[config.mk]
export PLATFORM = sky130hd
export DESIGN_NAME = dmem_load_responder
export DESIGN_NICKNAME = d
export VERILOG_FILES = /design/src/rtl/dmem_load_responder.sv
export SDC_FILE = /design/constraint.sdc
export NUM_CORES = 1
export LEC_CHECK = 0
export ABC_CLOCK_PERIOD_IN_PS = 4510
export BUFFER_PORTS_ARGS = -buffer_cell sky130_fd_sc_hd__buf_2
export CAP_MARGIN = 30
export CORE_MARGIN = 2
export CORE_UTILIZATION = 60
export DETAILED_ROUTE_END_ITERATION = 8
export PLACE_DENSITY = 0.8
export SLEW_MARGIN = 40
export SYNTH_ARGS = -nofsm -noshare
export SYNTH_HDL_FRONTEND = slang
export SYNTH_SLANG_ARGS = --single-unit
[constraint.sdc]
create_clock -name clk -period 4.51 [get_ports clk]
set_input_delay 0.902 -clock clk [delete_from_list [all_inputs] [get_ports clk]]
set_output_delay 0.902 -clock clk [all_outputs]
set_load 0.01 [all_outputs]
[src/rtl/dmem_load_responder.sv]
// Direct-mapped single-word load responder in front of a backing memory.
// Hits respond one cycle after the handshake. A miss fetches a single word
// from the backing memory, installs it, and then responds. Only one miss can
// be outstanding at a time. Stores merge into an entry on a tag hit and never
// allocate. A backend flush squashes any load response that is still pending.
module dmem_load_responder #(
   parameter int ENTRIES = 8,
   parameter int IDX     = $clog2(ENTRIES)
) (
   input  logic        clk,
   input  logic        rst,
   input  logic        backend_flush,
   // load request / response
   input  logic        dmem_valid,
   output logic        dmem_ready,
   input  logic [31:0] dmem_addr,
   input  logic [3:0]  dmem_rmask,
   output logic        dmem_resp,
   output logic [31:0] dmem_rdata,
   // store update
   input  logic        wr_valid,
   output logic        wr_ready,
   input  logic [31:0] wr_addr,
   input  logic [3:0]  wr_wmask,
   input  logic [31:0] wr_wdata,
   // backing memory
   output logic        bmem_read,
   input  logic        bmem_ready,
   output logic [31:0] bmem_addr,
   input  logic        bmem_rvalid,
   input  logic [31:0] bmem_rdata
);

   localparam int TAG_W = 30 - IDX;

   typedef enum logic [1:0] {RUN, MISS_REQ, MISS_WAIT, MISS_RESP} state_t;

   state_t             state, state_next;
   logic [ENTRIES-1:0] valid;
   logic [TAG_W-1:0]   tag_mem  [ENTRIES];
   logic [31:0]        data_mem [ENTRIES];

   logic [31:0]        miss_addr;
   logic               kill;
   logic               hit_resp;
   logic [31:0]        resp_data;

   logic [IDX-1:0]     ld_idx, wr_idx, miss_idx;
   logic [TAG_W-1:0]   ld_tag, wr_tag, miss_tag;
   logic               ld_hs, ld_hit, wr_hs, wr_hit, fill;

   // The low address bits are always zero and the read mask never affects
   // lookup; they are collected here so they are visibly intentionally unused.
   logic unused_bits;
   assign unused_bits = ^{dmem_rmask, dmem_addr[1:0], wr_addr[1:0], miss_addr[1:0]};

   // Address decode and hit detection for the load, store and fill paths.
   always_comb begin
      ld_idx   = dmem_addr[IDX+1:2];
      ld_tag   = dmem_addr[31:IDX+2];
      wr_idx   = wr_addr[IDX+1:2];
      wr_tag   = wr_addr[31:IDX+2];
      miss_idx = miss_addr[IDX+1:2];
      miss_tag = miss_addr[31:IDX+2];
      ld_hs    = dmem_valid && dmem_ready;
      ld_hit   = valid[ld_idx] && (tag_mem[ld_idx] == ld_tag);
      wr_hs    = wr_valid && wr_ready;
      wr_hit   = valid[wr_idx] && (tag_mem[wr_idx] == wr_tag);
      fill     = (state == MISS_WAIT) && bmem_rvalid;
   end

   // State register; reset returns to RUN, abandoning any miss in flight.
   // NOTE: sequential state uses non-blocking assignments so every register
   // samples the pre-edge values, independent of statement order.
   always_ff @(posedge clk or posedge rst) begin
      if (rst) state <= RUN;
      else     state <= state_next;
   end

   // Next-state logic and handshake/response outputs.
   // NOTE: every output gets a default first so no path leaves it unassigned,
   // which would otherwise infer a latch.
   always_comb begin
      state_next = state;
      dmem_ready = 1'b0;
      wr_ready   = 1'b0;
      bmem_read  = 1'b0;
      bmem_addr  = miss_addr;
      dmem_resp  = 1'b0;
      dmem_rdata = resp_data;
      unique case (state)
         RUN: begin
            wr_ready   = !rst;
            dmem_ready = !rst && !wr_valid;
            dmem_resp  = hit_resp && !backend_flush;
            if (ld_hs && !ld_hit) state_next = MISS_REQ;
         end
         MISS_REQ: begin
            bmem_read = 1'b1;
            if (bmem_ready) state_next = MISS_WAIT;
         end
         MISS_WAIT: begin
            if (bmem_rvalid) state_next = MISS_RESP;
         end
         MISS_RESP: begin
            dmem_resp  = !kill && !backend_flush;
            state_next = RUN;
         end
         default: state_next = RUN;
      endcase
   end

   // Kill flag: a flush during an outstanding miss suppresses its response.
   always_ff @(posedge clk or posedge rst) begin
      if (rst)                                                   kill <= 1'b0;
      else if (state == MISS_RESP)                               kill <= 1'b0;
      else if ((state == MISS_REQ || state == MISS_WAIT) && backend_flush) kill <= 1'b1;
   end

   // Hit response pipeline register (one response per accepted hit).
   always_ff @(posedge clk or posedge rst) begin
      if (rst) hit_resp <= 1'b0;
      else     hit_resp <= ld_hs && ld_hit;
   end

   // Response data and latched miss address; datapath only, no reset needed.
   always_ff @(posedge clk) begin
      if (ld_hs && ld_hit)  resp_data <= data_mem[ld_idx];
      else if (fill)        resp_data <= bmem_rdata;
      if (ld_hs && !ld_hit) miss_addr <= dmem_addr;
   end

   // Valid bits: cleared on reset, set when a fill installs an entry.
   always_ff @(posedge clk or posedge rst) begin
      if (rst)       valid <= '0;
      else if (fill) valid[miss_idx] <= 1'b1;
   end

   // Tag and data storage: fills overwrite the entry, store hits merge bytes.
   // NOTE: the arrays are not reset; the valid bits alone qualify their
   // contents, which keeps them mappable to plain RAM.
   always_ff @(posedge clk) begin
      if (fill) begin
         tag_mem[miss_idx]  <= miss_tag;
         data_mem[miss_idx] <= bmem_rdata;
      end else if (wr_hs && wr_hit) begin
         for (int b = 0; b < 4; b++) begin
            if (wr_wmask[b]) data_mem[wr_idx][8*b +: 8] <= wr_wdata[8*b +: 8];
         end
      end
   end

endmodule

# Yosys cells after proc, flatten, opt, wreduce, memory -nomap -nowiden
# Memories as Yosys holds them, arrays and structs flattened.
# Index checks and enable logic that the tools add are counted.
# totals
reg_bits	76
ramBits	472
in_bits	143
out_inout_bits	68
wordCells	84
n_memories	2
# memory_table
memory	depth	width	read_ports	rd_ports_with_merged_regs	write_ports	line	source
data_mem	8	32	1	0	1	41	logic [31:0] data_mem [ENTRIES];
tag_mem	8	27	2	0	1	40	logic [TAG_W-1:0] tag_mem [ENTRIES];
# classes
n_lt_le_gt_ge	4
eq_ne	8
mux	39
n_bitwise	1
n_reduce_logical	24
# op_table
operator	n
2-to-1 mux 32 bit	3
equality test 27 bit	2
OR reduction 32 bit	1
2-to-1 mux 1 bit	26
logical AND 1 bit	13
less-than comparator 3 x 4 -> 1 bit, second input constant	3
OR 8 bit	1
case mux 2 bit (4 select lines)	1
binary-select mux 1 bit (select 3 bit)	2
2-to-1 mux 2 bit	3
inequality test 2 bit, second input constant	3
zero test 1 bit	5
equality test 2 bit, second input constant	2
2-to-1 mux 4 bit	1
nonzero test 2 bit	2
demux 1 bit (select 3 bit)	1
greater-or-equal comparator 3 x 1 -> 1 bit, second input constant	1
2-to-1 mux 3 bit	1
AND reduction 3 bit	1
equality test 2 x 1 -> 1 bit, second input constant	1
zero test 2 bit	1
case mux 1 bit (2 select lines)	1
logical OR 1 bit	1

# Longest topological paths before layout
# Gate-level depths: netlist of run 1.
# depth
word_depth	9
ltp_mapped	14
mapped_depth_nobuf	9

# Worst setup path before layout of run 1
# OpenSTA, ideal clock, no wires.
# synth_path
path_type	input port to flip-flop
start	in wr_addr[2]
end	mem data_mem[1][0], enable pin
setup_time_ns	0.395
t_arrival_ns	4.396
required_ns	4.115
setup_slack_ns	-0.281
path_stages	11
n_path_buf	4
path_cell_list	buf_4 -> buf_4 -> buf_2 -> clkbuf_1 -> mux2i_1 -> a221oi_1 -> xnor2_1 -> nand4_1 -> nor4_4 -> mux2_2 -> nor4_1
# synth_via
elab_chain_len	9
word_cells_on_any_way	21
classes_between	eq/ne (1); mux (16); reduce/logical (3); memory (1)
# synth_rtl
item	line	source
start: declaration	23	input logic [31:0] wr_addr,
memory read (8 x 27 bit) or binary-select mux 1 bit (select 3 bit) (tied branches)	--	
equality test 27 bit or 2-to-1 mux 1 bit (tied branches)	68	wr_hit = valid[wr_idx] && (tag_mem[wr_idx] == wr_tag);
logical AND 1 bit	68	
logical AND 1 bit	146	end else if (wr_hs && wr_hit) begin
2-to-1 mux 1 bit	146	
2-to-1 mux 1 bit	143	if (fill) begin
2-to-1 mux 1 bit (implied by the code)	148	if (wr_wmask[b]) data_mem[wr_idx][8*b +: 8] <= wr_wdata[8*b +: 8];
OR reduction 32 bit (no source line)	--	
2-to-1 mux 3 bit (no source line) or 2-to-1 mux 4 bit (tied branches)	--	
end: declaration	41	
# Parallel ways exist; a longest one is shown, timed or not. The select of a mux whose other input is x is not followed.

# Worst setup path in the final report of run 1
# layout_path
start	in wr_addr[3]
end	mem data_mem[4][25], enable pin
# The elaborated chain is that of the path after synthesis.

==> impl_results.md, run 1 <==
* Crit start category: input pin
* Number of synthesized register bits at 548
* Vias in the first global route at 13.5k
* CP endpoint kind: flip-flop
* CTS tree: yes
* Sequential-to-total area share from yosys stat at 68.4%
* Avg Cell Area, Syn at 19.7 um^2
* Syn_nets at 1363
* R2R Path Start: tag_mem[7][18]
* Worst setup margin at 0.273 ns
* TritonCTS Sinks at 548
* CP endpoint: data_mem[4][25]
* Tmin final at 4.24 ns
* RSZ-0062 raised after global routing: no
* Worst Max-Slew Pin Slew at 0.837 ns
* Fin nets at 1648
* Setup Fix Bufs, Post-CTS at 0
* Rows at 73
* Residual DRC at 0
* Type of the worst min-delay path: in -> async
* Asr flop ratio synth at 2.19%
* R2R Path End: data_mem[4][25]
* Aggregate global routing overflow at 0
* Psw at 2.62 mW
* Finish-stage setup viols at 0
* Post-Syn Area at 24000 um^2
* Final period utilization at 93.9%
* Fmax at 236 MHz
* Clk_skew at 0.0176 ns
* CTS Root Cell: clkbuf_16
* Clock Path Buffers at 3
* Status: finished, final reports clean
* Initial antenna violation count at 5
* Slew HR at 44.1%
* # H-tree levels at 2
* Final Max Slew Viols at 0
* Worst reg-to-reg path cell count at 12
* Worst-path fanout max at 15
* Final Instance Area at 28200 um^2
* Placeable core area at 39500 um^2
* Num CTS Buffers at 53
* Peak supply drop at 0.000457 V
* Reg power frac at 50.3%
* Via Count at 13.0k
* Int Pwr at 9.08 mW
* Global-route wire length before repair at 80.9 mm
* Critical path class: in -> reg
* Reg2Reg Setup Slack at 0.60 ns
* Avg WL per Cell at 26.2 um
* Clock network power share at 38.8%
* Max-Cap Viols at 0
* Die area at 41600 um^2
* DRT antenna net count at 0
* Largest net degree at the start of global routing at 56
* Worst setup path start: wr_addr[3]
* Die X at 204 um
* Synth Warn # at 0
* RePlAce Congestion at 0.875
* Initial Util at 60.6%
* Final Hold Fails at 0
* Sw Ratio at 22.4%
* Post-placement setup slack at -0.262 ns
* Gr usage total at 26.7%
* Area Overhead vs Synth at 17.5%
* Clock latency on the worst-skew pair at 0.60 ns
* Arr. time, crit path at 4.52 ns
* Post-CTS Resized at 0
* Dominant synthesized flop cell: edfxtp_1
* Port bufs at 204
* Layout cell share with drive strength beyond 1 at 42.0%
* Distinct cells, synth at 51
* Cell area power density at 415 nW/um^2
* Logic pwr share at 10.8%
* Lkg Pwr at 9.69 nW
* Req. time, crit path at 4.79 ns
* Drt pass-1 iters at 6
* Die height at 204 um
* CTS clk-pin slew, worst paths at 0.06 ns
* Vias per Instance at 6.30
* Cells after synthesis at 1215
* Number of flops mapped to enable cells by yosys at 536
* Placed Area at 26400 um^2
* Total Wirelength at 54.3 mm
* 1st-iter DRT viols at 1092
* CTS Hold Buffers Added at 0
* HPWL after DPL at 35.1 mm
* Top Ports at 211
## Yosys cell counts, types with 8 or more instances
cell type | count | area share, %
xnor2_1 | 29 | 1.1
xor2_1 | 22 | 0.80
clkbuf_1 | 31 | 0.49
dfrtp_1 | 12 | 1.3
nand2_1 | 18 | 0.28
mux2_1 | 30 | 1.4
nor2_1 | 27 | 0.42
nor4_1 | 39 | 1.0
buf_2 | 16 | 0.33
nand4_1 | 11 | 0.29
buf_4 | 10 | 0.31
a22o_1 | 8 | 0.29
mux2i_1 | 87 | 3.6
mux4_2 | 156 | 15
mux2_2 | 71 | 3.3
or2_2 | 9 | 0.23
a21oi_1 | 8 | 0.17
edfxtp_1 | 536 | 67
## stage by stage
step                      utilization, %  hold slack [ns]  TNS [ns]  total power, mW  std cells
after detailed placement            66.6            0.476    -97.61             7.25       1970
final                               71.2            0.350         0             11.7       2069
after CTS                           71.2            0.326         0             11.8       2068
after floorplan                        -            0.452    -61.09             6.75       1215
after global placement              66.6            0.468    -72.46             7.21       1970
after global routing                71.2            0.350         0             12.1       2069
## power groups by stage
| stage | clock, mW | combinational (mW) | sequential (mW) |
|---|---|---|---|
| after floorplan | 0 | 0.762 | 5.99 |
| after global placement | 0 | 1.23 | 5.98 |
| after detailed placement | 0 | 1.26 | 5.99 |
| after CTS | 4.61 | 1.27 | 5.89 |
| after global routing | 4.80 | 1.36 | 5.90 |
| final | 4.54 | 1.27 | 5.89 |
## worst min-delay path by stage
| stage | slack (ns) | start | to | depth (start not counted) |
|---|---|---|---|---|
| final | 0.35 | rst | state[1] | 2 |
| after detailed placement | 0.48 | valid[4] | valid[4] | 1 |
| after CTS | 0.33 | rst | state[0] | 2 |
| after global placement | 0.47 | valid[6] | valid[6] | 1 |
| after floorplan | 0.45 | valid[1] | valid[1] | 1 |
| after global routing | 0.35 | rst | state[0] | 2 |
## cell type report
| cell class | count | area [um^2] |
|---|---|---|
| fillers | 2321 | 11400 |
| well taps | 525 | 657 |
| multi-input cells | 590 | 7330 |
| inverters | 7 | 26.3 |
| clock inverters | 29 | 355 |
| diodes | 1 | 2.50 |
| clock buffers | 69 | 1450 |
| repair buffers | 300 | 1950 |
| flip-flops and latches | 548 | 16400 |
## logic make-up after synthesis
logic type,share of synthesized area (%)
AO/OA/AOI/OAI,1.35
buffers and inverters,1.67
XOR/XNOR,1.86
AND/OR/NAND/NOR,3.41
flip-flops,68.4
adder cells (fa/ha/maj),0.261
multiplexers,23.0
## flip-flops by register name (all words and copies together) (netlist names)
name	count
data_mem	256
tag_mem	216
valid	8
state	2
hit_resp	1
kill	1
dmem_rdata	32
bmem_addr	32
## critical path, stage by stage
cell and delay, ns:
buf_2 0.37, buf_4 0.24, mux4_2 0.31, mux2i_1 0.23, xnor2_1 0.11, nor4_1 0.58
buf_4 0.24, nand4_1 0.14, nor4_4 0.23, buf_4 0.21, buf_4 0.15, mux2i_1 0.17
nor4_2 0.37, buf_4 0.27
## placed cells by master (no fill, tap or decap), drive strengths merged, types with 2 or more instances in the layout
| cell type | synthesis | layout |
|---|---|---|
| clkinv | 0 | 17 |
| nor2b | 7 | 7 |
| inv | 7 | 9 |
| and3 | 3 | 3 |
| nand2 | 18 | 18 |
| edfxtp | 536 | 536 |
| a21boi | 2 | 2 |
| buf | 39 | 300 |
| o21ai | 5 | 5 |
| a22oi | 6 | 6 |
| a221oi | 6 | 6 |
| clkinvlp | 0 | 2 |
| nand2b | 6 | 6 |
| and2 | 4 | 4 |
| or2 | 10 | 10 |
| nor2 | 28 | 28 |
| dfrtp | 12 | 12 |
| nor4 | 40 | 40 |
| a22o | 8 | 8 |
| xnor2 | 29 | 29 |
| nand3 | 4 | 4 |
| mux4 | 156 | 156 |
| bufinv | 0 | 8 |
| clkbuf | 31 | 69 |
| mux2i | 87 | 87 |
| ha | 5 | 5 |
| xor2 | 22 | 22 |
| o31ai | 2 | 2 |
| mux2 | 101 | 101 |
| a21oi | 8 | 8 |
| nor3 | 7 | 7 |
| nand4 | 11 | 11 |
## layer usage
layer | routed length (um) | share of wire [%] | GRT usage (%)
met5 | 47 | 0.087 | 0
met4 | 2040 | 3.8 | 10.2
met3 | 4110 | 7.6 | 5.44
met2 | 27900 | 51 | 45.9
met1 | 20200 | 37 | 33.8
Power figures use the tool's default switching activity.
==> inputs of run 2 (changes only) <==
--- a/config.mk
+++ b/config.mk
@@ -9,9 +9,10 @@
 export BUFFER_PORTS_ARGS = -buffer_cell sky130_fd_sc_hd__buf_2
 export CAP_MARGIN = 30
 export CORE_MARGIN = 2
-export CORE_UTILIZATION = 60
+export CORE_UTILIZATION = 62
+export CTS_BUF_LIST = sky130_fd_sc_hd__clkbuf_8
 export DETAILED_ROUTE_END_ITERATION = 8
-export PLACE_DENSITY = 0.8
+export PLACE_DENSITY = 0.83
 export SLEW_MARGIN = 40
 export SYNTH_ARGS = -nofsm -noshare
 export SYNTH_HDL_FRONTEND = slang
==> run 2 against run 1 <==
  * Core utilization rose by 1.7 points
  * Wire length fell by 1.4%
  * First-iteration DRC count fell by 6.6%
  * Worst setup slack improved by 0.093 ns
  * Register-to-register slack improved by 0.03 ns
  * Final area fell by 0.62%
  * Worst hold slack got worse by 0.050 ns
  * Non-clock buffer count fell by 10
  * Critical path type unchanged
  * Flip-flop and latch count did not move
  * Final cell count rose by 1.8%
  * Sequential power barely moved
==> impl_results.md, run 2 (synthesis results as in run 1) <==
* CP cell instances: buf_4, buf_12, buf_4, mux4_2, mux2i_1, xnor2_1, nor4_2, buf_4, nand4_1, nor4_4, buf_4, buf_4, mux2i_1, nor4_1, buf_4
* Final Util at 72.9% (+1.7 points)
* Max stage delay cell, worst path: mux4_2
* Multi-input logic area at 7330 um^2 (about the same)
* Crit start category: input pin
* Vias in the first global route at 13.8k (+2.9%)
* Clk_skew at 0.0308 ns (+0.0131 ns)
* Area Overhead vs Synth at 16.8%
* Worst Max-Slew Pin Slew at 0.826 ns (-0.0107 ns)
* Top Ports at 211 (unchanged)
* Peak supply drop at 0.000318 V (-30%)
* Vias per Instance at 6.24 (-1.1%)
* Req. time, crit path at 4.85 ns (+0.06 ns)
* Finish-stage setup viols at 0 (unchanged)
* Reg with most FFs: data_mem
* Inst Count DP at 1953 (-0.86%)
* Max-Cap Viols at 0 (unchanged)
* Slew HR at 44.9% (+0.84 points)
* Register area at 16400 um^2 (unchanged)
* Status: finished, final reports clean
* Drt pass-1 iters at 7 (+1)
* Via Count at 13.1k (+0.72%)
* # H-tree levels at 3 (+1)
* Biggest regs: data_mem: 256 flops, tag_mem: 216 flops
* Clock Path Buffers at 3 (unchanged)
* TritonCTS Sinks at 548 (unchanged)
* FILL cells at 2225 (-4.1%)
* CP endpoint kind: flip-flop
* Setup_tns at 0 ns (unchanged)
* Die area at 40200 um^2 (-3.2%)
* Worst-path fanout max at 19 (+4)
* CTS Root Cell: clkbuf_8
* Cell area power density at 405 nW/um^2 (-2.4%)
* Critical path class: in -> reg
* HPWL after DPL at 34.6 mm (-1.4%)
* Num CTS Buffers at 84 (+58%)
* WP buf/inv at 7 (+1)
* Die height at 201 um (-1.6%)
* Gr usage total at 27.2% (+0.49 points)
* Most frequent cells in the layout: 536 x edfxtp_1, 199 x buf_2, 156 x mux4_2
* Residual DRC at 0 (unchanged)
* Layout cell share with drive strength beyond 1 at 42.8% (+0.84 points)
* Fmax at 241 MHz (+2.3%)
* PnR Total Power at 11.3 mW (-3.0%)
* Setup Fix Bufs, Post-CTS at 0 (unchanged)
* Cell family with most CP delay: buffers and inverters
* 1st-iter DRT viols at 1020 (-6.6%)
* Delay of the slowest critical-path stage at 0.50 ns (-0.08 ns)
* Placeable core area at 38400 um^2 (-3.0%)
* Clock latency on the worst-skew pair at 0.65 ns (+0.05 ns)
* CTS clk-pin slew, worst paths at 0.06 ns (about the same)
* Initial antenna violation count at 6 (+1)
* Tmin final at 4.14 ns (-0.0933 ns)
* Die X at 201 um (-1.6%)
* Commonest non-fill, non-tap cell in the layout: edfxtp_1
* Avg WL per Cell at 25.4 um (-3.2%)
* Fin nets at 1669 (+1.3%)
* Crit path top cell by count: buf_4
* Rows at 72 (-1.4%)
* RSZ-0062 raised after global routing: no
* Port bufs at 204 (unchanged)
* Non-filler instance count after layout at 2107 (+1.8%)
* Lkg Pwr at 9.70 nW (about the same)
* Final Hold Fails at 0 (unchanged)
* Global-route wire length before repair at 81.3 mm (+0.53%)
* Final period utilization at 91.9% (-2.1 points)
* Reg2Reg Setup Slack at 0.63 ns (+0.03 ns)
* Aggregate global routing overflow at 0 (unchanged)
* Largest net degree at the start of global routing at 58 (+3.6%)
* Final Max Slew Viols at 0 (unchanged)
* RePlAce Congestion at 0.885 (+1.1%)
* Max FFs per register at 256 (unchanged)
* Arr. time, crit path at 4.48 ns (-0.04 ns)
* Total Wirelength at 53.5 mm (-1.4%)
* Type of the worst min-delay path: in -> async
* DRT antenna net count at 0 (unchanged)
* Initial Util at 62.4% (+1.9 points)
* CTS tree: yes
-- run 2: final cells by class --
type	count	area share [%]
flip-flops and latches	548	58.6
multi-input cells	590	26.2
repair buffers	290	6.65
clock buffers	87	4.28
well taps	518	2.32
clock inverters	63	1.85
inverters	7	0.0939
diodes	4	0.0358
-- run 2: path summary, 6_finish.rpt --
kind / from / to / cells after the start
setup / recovery: wr_addr[2] / data_mem[7][4] / 15
max in group asynchronous: rst / valid[0] / 2
hold / removal: rst / valid[3] / 2
setup reg to reg: tag_mem[7][25] / data_mem[7][4] / 12
min in group clk: dmem_addr[0] / bmem_addr[0] / 1
hold reg to reg: valid[7] / valid[7] / 1
-- run 2: routing by layer --
| metal | wire, um | vias up | track usage (%) |
|---|---|---|---|
| met5 | 23 | - | 0 |
| met3 | 4440 | 104 | 5.55 |
| met2 | 27200 | 645 | 45.6 |
| met4 | 1760 | 4 | 11.8 |
| met1 | 20100 | 6699 | 35.1 |
| li1 | - | 5686 | - |
-- run 2: report_power, final --
part	internal (mW)	leakage [nW]	switching [mW]	total, mW
clock	2.32	0.941	1.89	4.22
sequential	5.79	4.97	0.0944	5.88
combinational	0.552	3.78	0.697	1.25
-- run 2: what timing repair did --
item                                    4_1_cts  5_1_grt
endpoints found under the setup margin        0      241
hold buffers                                  0        0
resized for setup                             0        2
-- run 2: stage by stage --
stage | hold slack [ns] | worst slack, ns | instance area [um^2]
after floorplan | 0.452 | -0.281 | 24000
after global placement | 0.468 | -0.384 | 26300
after detailed placement | 0.485 | -0.497 | 26300
after CTS | 0.277 | 0.108 | 28000
after global routing | 0.319 | 0.141 | 28000
final | 0.300 | 0.367 | 28000
==> inputs of run 3 (changes only) <==
--- a/config.mk
+++ b/config.mk
@@ -6,13 +6,13 @@
 export NUM_CORES = 1
 export LEC_CHECK = 0
 export ABC_CLOCK_PERIOD_IN_PS = 4510
-export BUFFER_PORTS_ARGS = -buffer_cell sky130_fd_sc_hd__buf_2
 export CAP_MARGIN = 30
 export CORE_MARGIN = 2
 export CORE_UTILIZATION = 62
 export CTS_BUF_LIST = sky130_fd_sc_hd__clkbuf_8
 export DETAILED_ROUTE_END_ITERATION = 8
-export PLACE_DENSITY = 0.83
+export DONT_BUFFER_PORTS = 1
+export PLACE_DENSITY = 0.78
 export SLEW_MARGIN = 40
 export SYNTH_ARGS = -nofsm -noshare
 export SYNTH_HDL_FRONTEND = slang
==> run 3 against run 2 <==
  * Power is 6.2% lower
  * Die area stayed put
  * Global-route usage is 1.1 points lower
  * Critical path depth is 3 lower
  * Core utilization is 4.0 points lower
  * Sequential power is 0.7% higher
  * Via count is 7.5% lower
  * Wire length is 3.6% lower
  * Count of clock-buffer cells in the layout is 3 higher
  * Flip-flop and latch count stayed put
  * Register-to-register slack better by 0.10 ns
  * Critical endpoint is now data_mem[6][30]
  * Maximum frequency is 9.6% higher
==> impl_results.md, run 3 (synthesis results as in run 1) <==
* Status: finished, final reports clean
* Clock Path Buffers at 3 (unchanged)
* HPWL after DPL at 32.0 mm (-7.5%)
* Crit path top cell by count: buf_4
* Critical path class: reg -> reg
* Tmin final at 3.78 ns (-0.363 ns)
* Aggregate global routing overflow at 0 (unchanged)
* 1st-iter DRT viols at 961 (-5.8%)
* Avg WL per Cell at 27.5 um (+8.1%)
* Most frequent cells in the layout: 536 x edfxtp_1, 156 x mux4_2, 90 x clkbuf_8
* GRT met2 Usage at 43.7% (-1.9 points)
* Die X at 201 um (unchanged)
* Placed Area at 24900 um^2 (-5.2%)
* Fin nets at 1439 (-14%)
* Initial Util at 62.4% (unchanged)
* Layout cell share with drive strength beyond 1 at 32.0% (-11 points)
* Slew HR at 46.0% (+1.1 points)
* Rows at 72 (unchanged)
* Num CTS Buffers at 87 (+3.6%)
* Max FFs per register at 256 (unchanged)
* Post-CTS Resized at 0 (unchanged)
* CP endpoint kind: flip-flop
* GR peak layer: met2
* Initial antenna violation count at 1 (-5)
* Finish-stage setup viols at 0 (unchanged)
* Worst-path fanout max at 8 (-11)
* Delay of the slowest critical-path stage at 0.47 ns (-0.03 ns)
* Arr. time, crit path at 4.09 ns (-0.39 ns)
* Die height at 201 um (unchanged)
* Largest net degree at the start of global routing at 115 (+98%)
* Via Count at 12.1k (-7.5%)
* Setup_tns at 0 ns (unchanged)
* Logic pwr share at 8.8% (-2.2 points)
* # H-tree levels at 3 (unchanged)
* CP cell instances: mux4_2, mux2i_1, xnor2_1, nor4_1, buf_4, nand4_1, nor4_4, buf_4, buf_4, mux2i_1, nor4_2, buf_4
* Commonest non-fill, non-tap cell in the layout: edfxtp_1
* Residual DRC at 0 (unchanged)
* R2R Path Start: tag_mem[7][18]
* Req. time, crit path at 4.82 ns (-0.03 ns)
* CTS tree: yes
* Final Max Slew Viols at 0 (unchanged)
* Max-Cap Viols at 0 (unchanged)
* Met1 usage at 32.3% (-2.8 points)
* CTS Hold Buffers Added at 0 (unchanged)
* Total Wirelength at 51.6 mm (-3.6%)
* Drt pass-1 iters at 5 (-2)
* CTS clk-pin slew, worst paths at 0.06 ns (about the same)
* Final Hold Fails at 0 (unchanged)
* Die area at 40200 um^2 (unchanged)
* Non-filler instance count after layout at 1879 (-11%)
* Reg power frac at 55.6% (+3.7 points)
* Clock latency on the worst-skew pair at 0.64 ns (about the same)
* PnR Total Power at 10.6 mW (-6.2%)
* Biggest regs: data_mem: 256 flops, tag_mem: 216 flops
* Worst setup path start: tag_mem[7][18]
* Reg with most FFs: data_mem
* Top Ports at 211 (unchanged)
* Vias in the first global route at 12.8k (-7.5%)
* Max stage delay cell, worst path: mux4_2
* Worst Max-Slew Pin Slew at 0.807 ns (-0.0193 ns)
* Final period utilization at 83.8% (-8.0 points)
* Port bufs at 0 (-100%)
* Setup Fix Bufs, Post-CTS at 0 (unchanged)
* Gr usage total at 26.1% (-1.1 points)
* Crit start category: flip-flop
* RSZ-0062 raised after global routing: no
* Clk_skew at 0.0311 ns (+0.000389 ns)
* RePlAce Congestion at 0.817 (-7.7%)
* Cell area power density at 403 nW/um^2 (-0.67%)
* CTS Root Cell: clkbuf_8
* Type of the worst min-delay path: in -> async
* Area Overhead vs Synth at 10.3%
* Psw at 2.49 mW (-7.1%)
* Lkg Pwr at 8.65 nW (-11%)
* Clock network power share at 35.6% (-1.5 points)
* Vias per Instance at 6.47 (+3.7%)
* Final Instance Area at 26400 um^2 (-5.5%)
* DRT antenna net count at 0 (unchanged)
* Global-route wire length before repair at 77.0 mm (-5.3%)
* Inst Count DP at 1720 (-12%)
* Peak supply drop at 0.000381 V (+20%)
* Fmax at 265 MHz (+9.6%)
* Sw Ratio at 23.4% (-0.23 points)
* Int Pwr at 8.16 mW (-5.9%)
* Placeable core area at 38400 um^2 (unchanged)
* Global-route track usage on met3 at 6.27% (+0.71 points)
* TritonCTS Sinks at 548 (unchanged)
-- run 3: final cells by class --
cell class                 count  area, um^2
clock buffer                  90        1240
multi-input combinational    590        7330
tap                          518         648
antenna                        1        2.50
fill                        2400       11900
clock inverter                68         320
inverter                       7        26.3
sequential                   548       16400
timing repair buffer          57         478
-- run 3: power by group through the flow --
stage	Sequential, mW	Clock, mW	Combinational (mW)
2_1_floorplan	5.99	0	0.762
3_3_place_gp	6.02	0	0.913
3_5_place_dp	6.03	0	0.934
4_1_cts	5.92	3.86	0.941
5_1_grt	5.94	4.09	1.01
6_report	5.92	3.79	0.941
-- run 3: through the flow --
step                util [%]  hold slack [ns]  setup WS [ns]
floorplan                  -            0.452         -0.281
global placement        64.8            0.467          0.295
detailed placement      64.8            0.476          0.232
CTS                     68.9            0.150          0.747
global route            68.9            0.190          0.590
finish                  68.9            0.180          0.730
-- run 3: path summary, 6_finish.rpt --
check                      depth (start not counted)               to  slack [ns]
max                                               12  data_mem[6][30]        0.73
min in group clk                                   0    bmem_addr[29]        0.35
max in group asynchronous                          1         valid[3]        3.98
max reg2reg                                       12  data_mem[6][30]        0.73
min                                                1             kill        0.18
min reg2reg                                        1         valid[4]        0.49
-- run 3: metal layers --
metal	wire length (um)	part of all wire, %
met1	18800	36
met3	4080	7.9
met5	0	0
met4	2260	4.4
met2	26500	51
-- run 3: worst max-delay path: cells and delay by family, from the launching register on --
kind                      cells  cell delay [ns]
muxes                         3             1.06
DFF                           1             0.38
buffers and inverters         4             0.84
xor gates and xnor gates      1             0.12
and+or+nand+nor               4             1.04
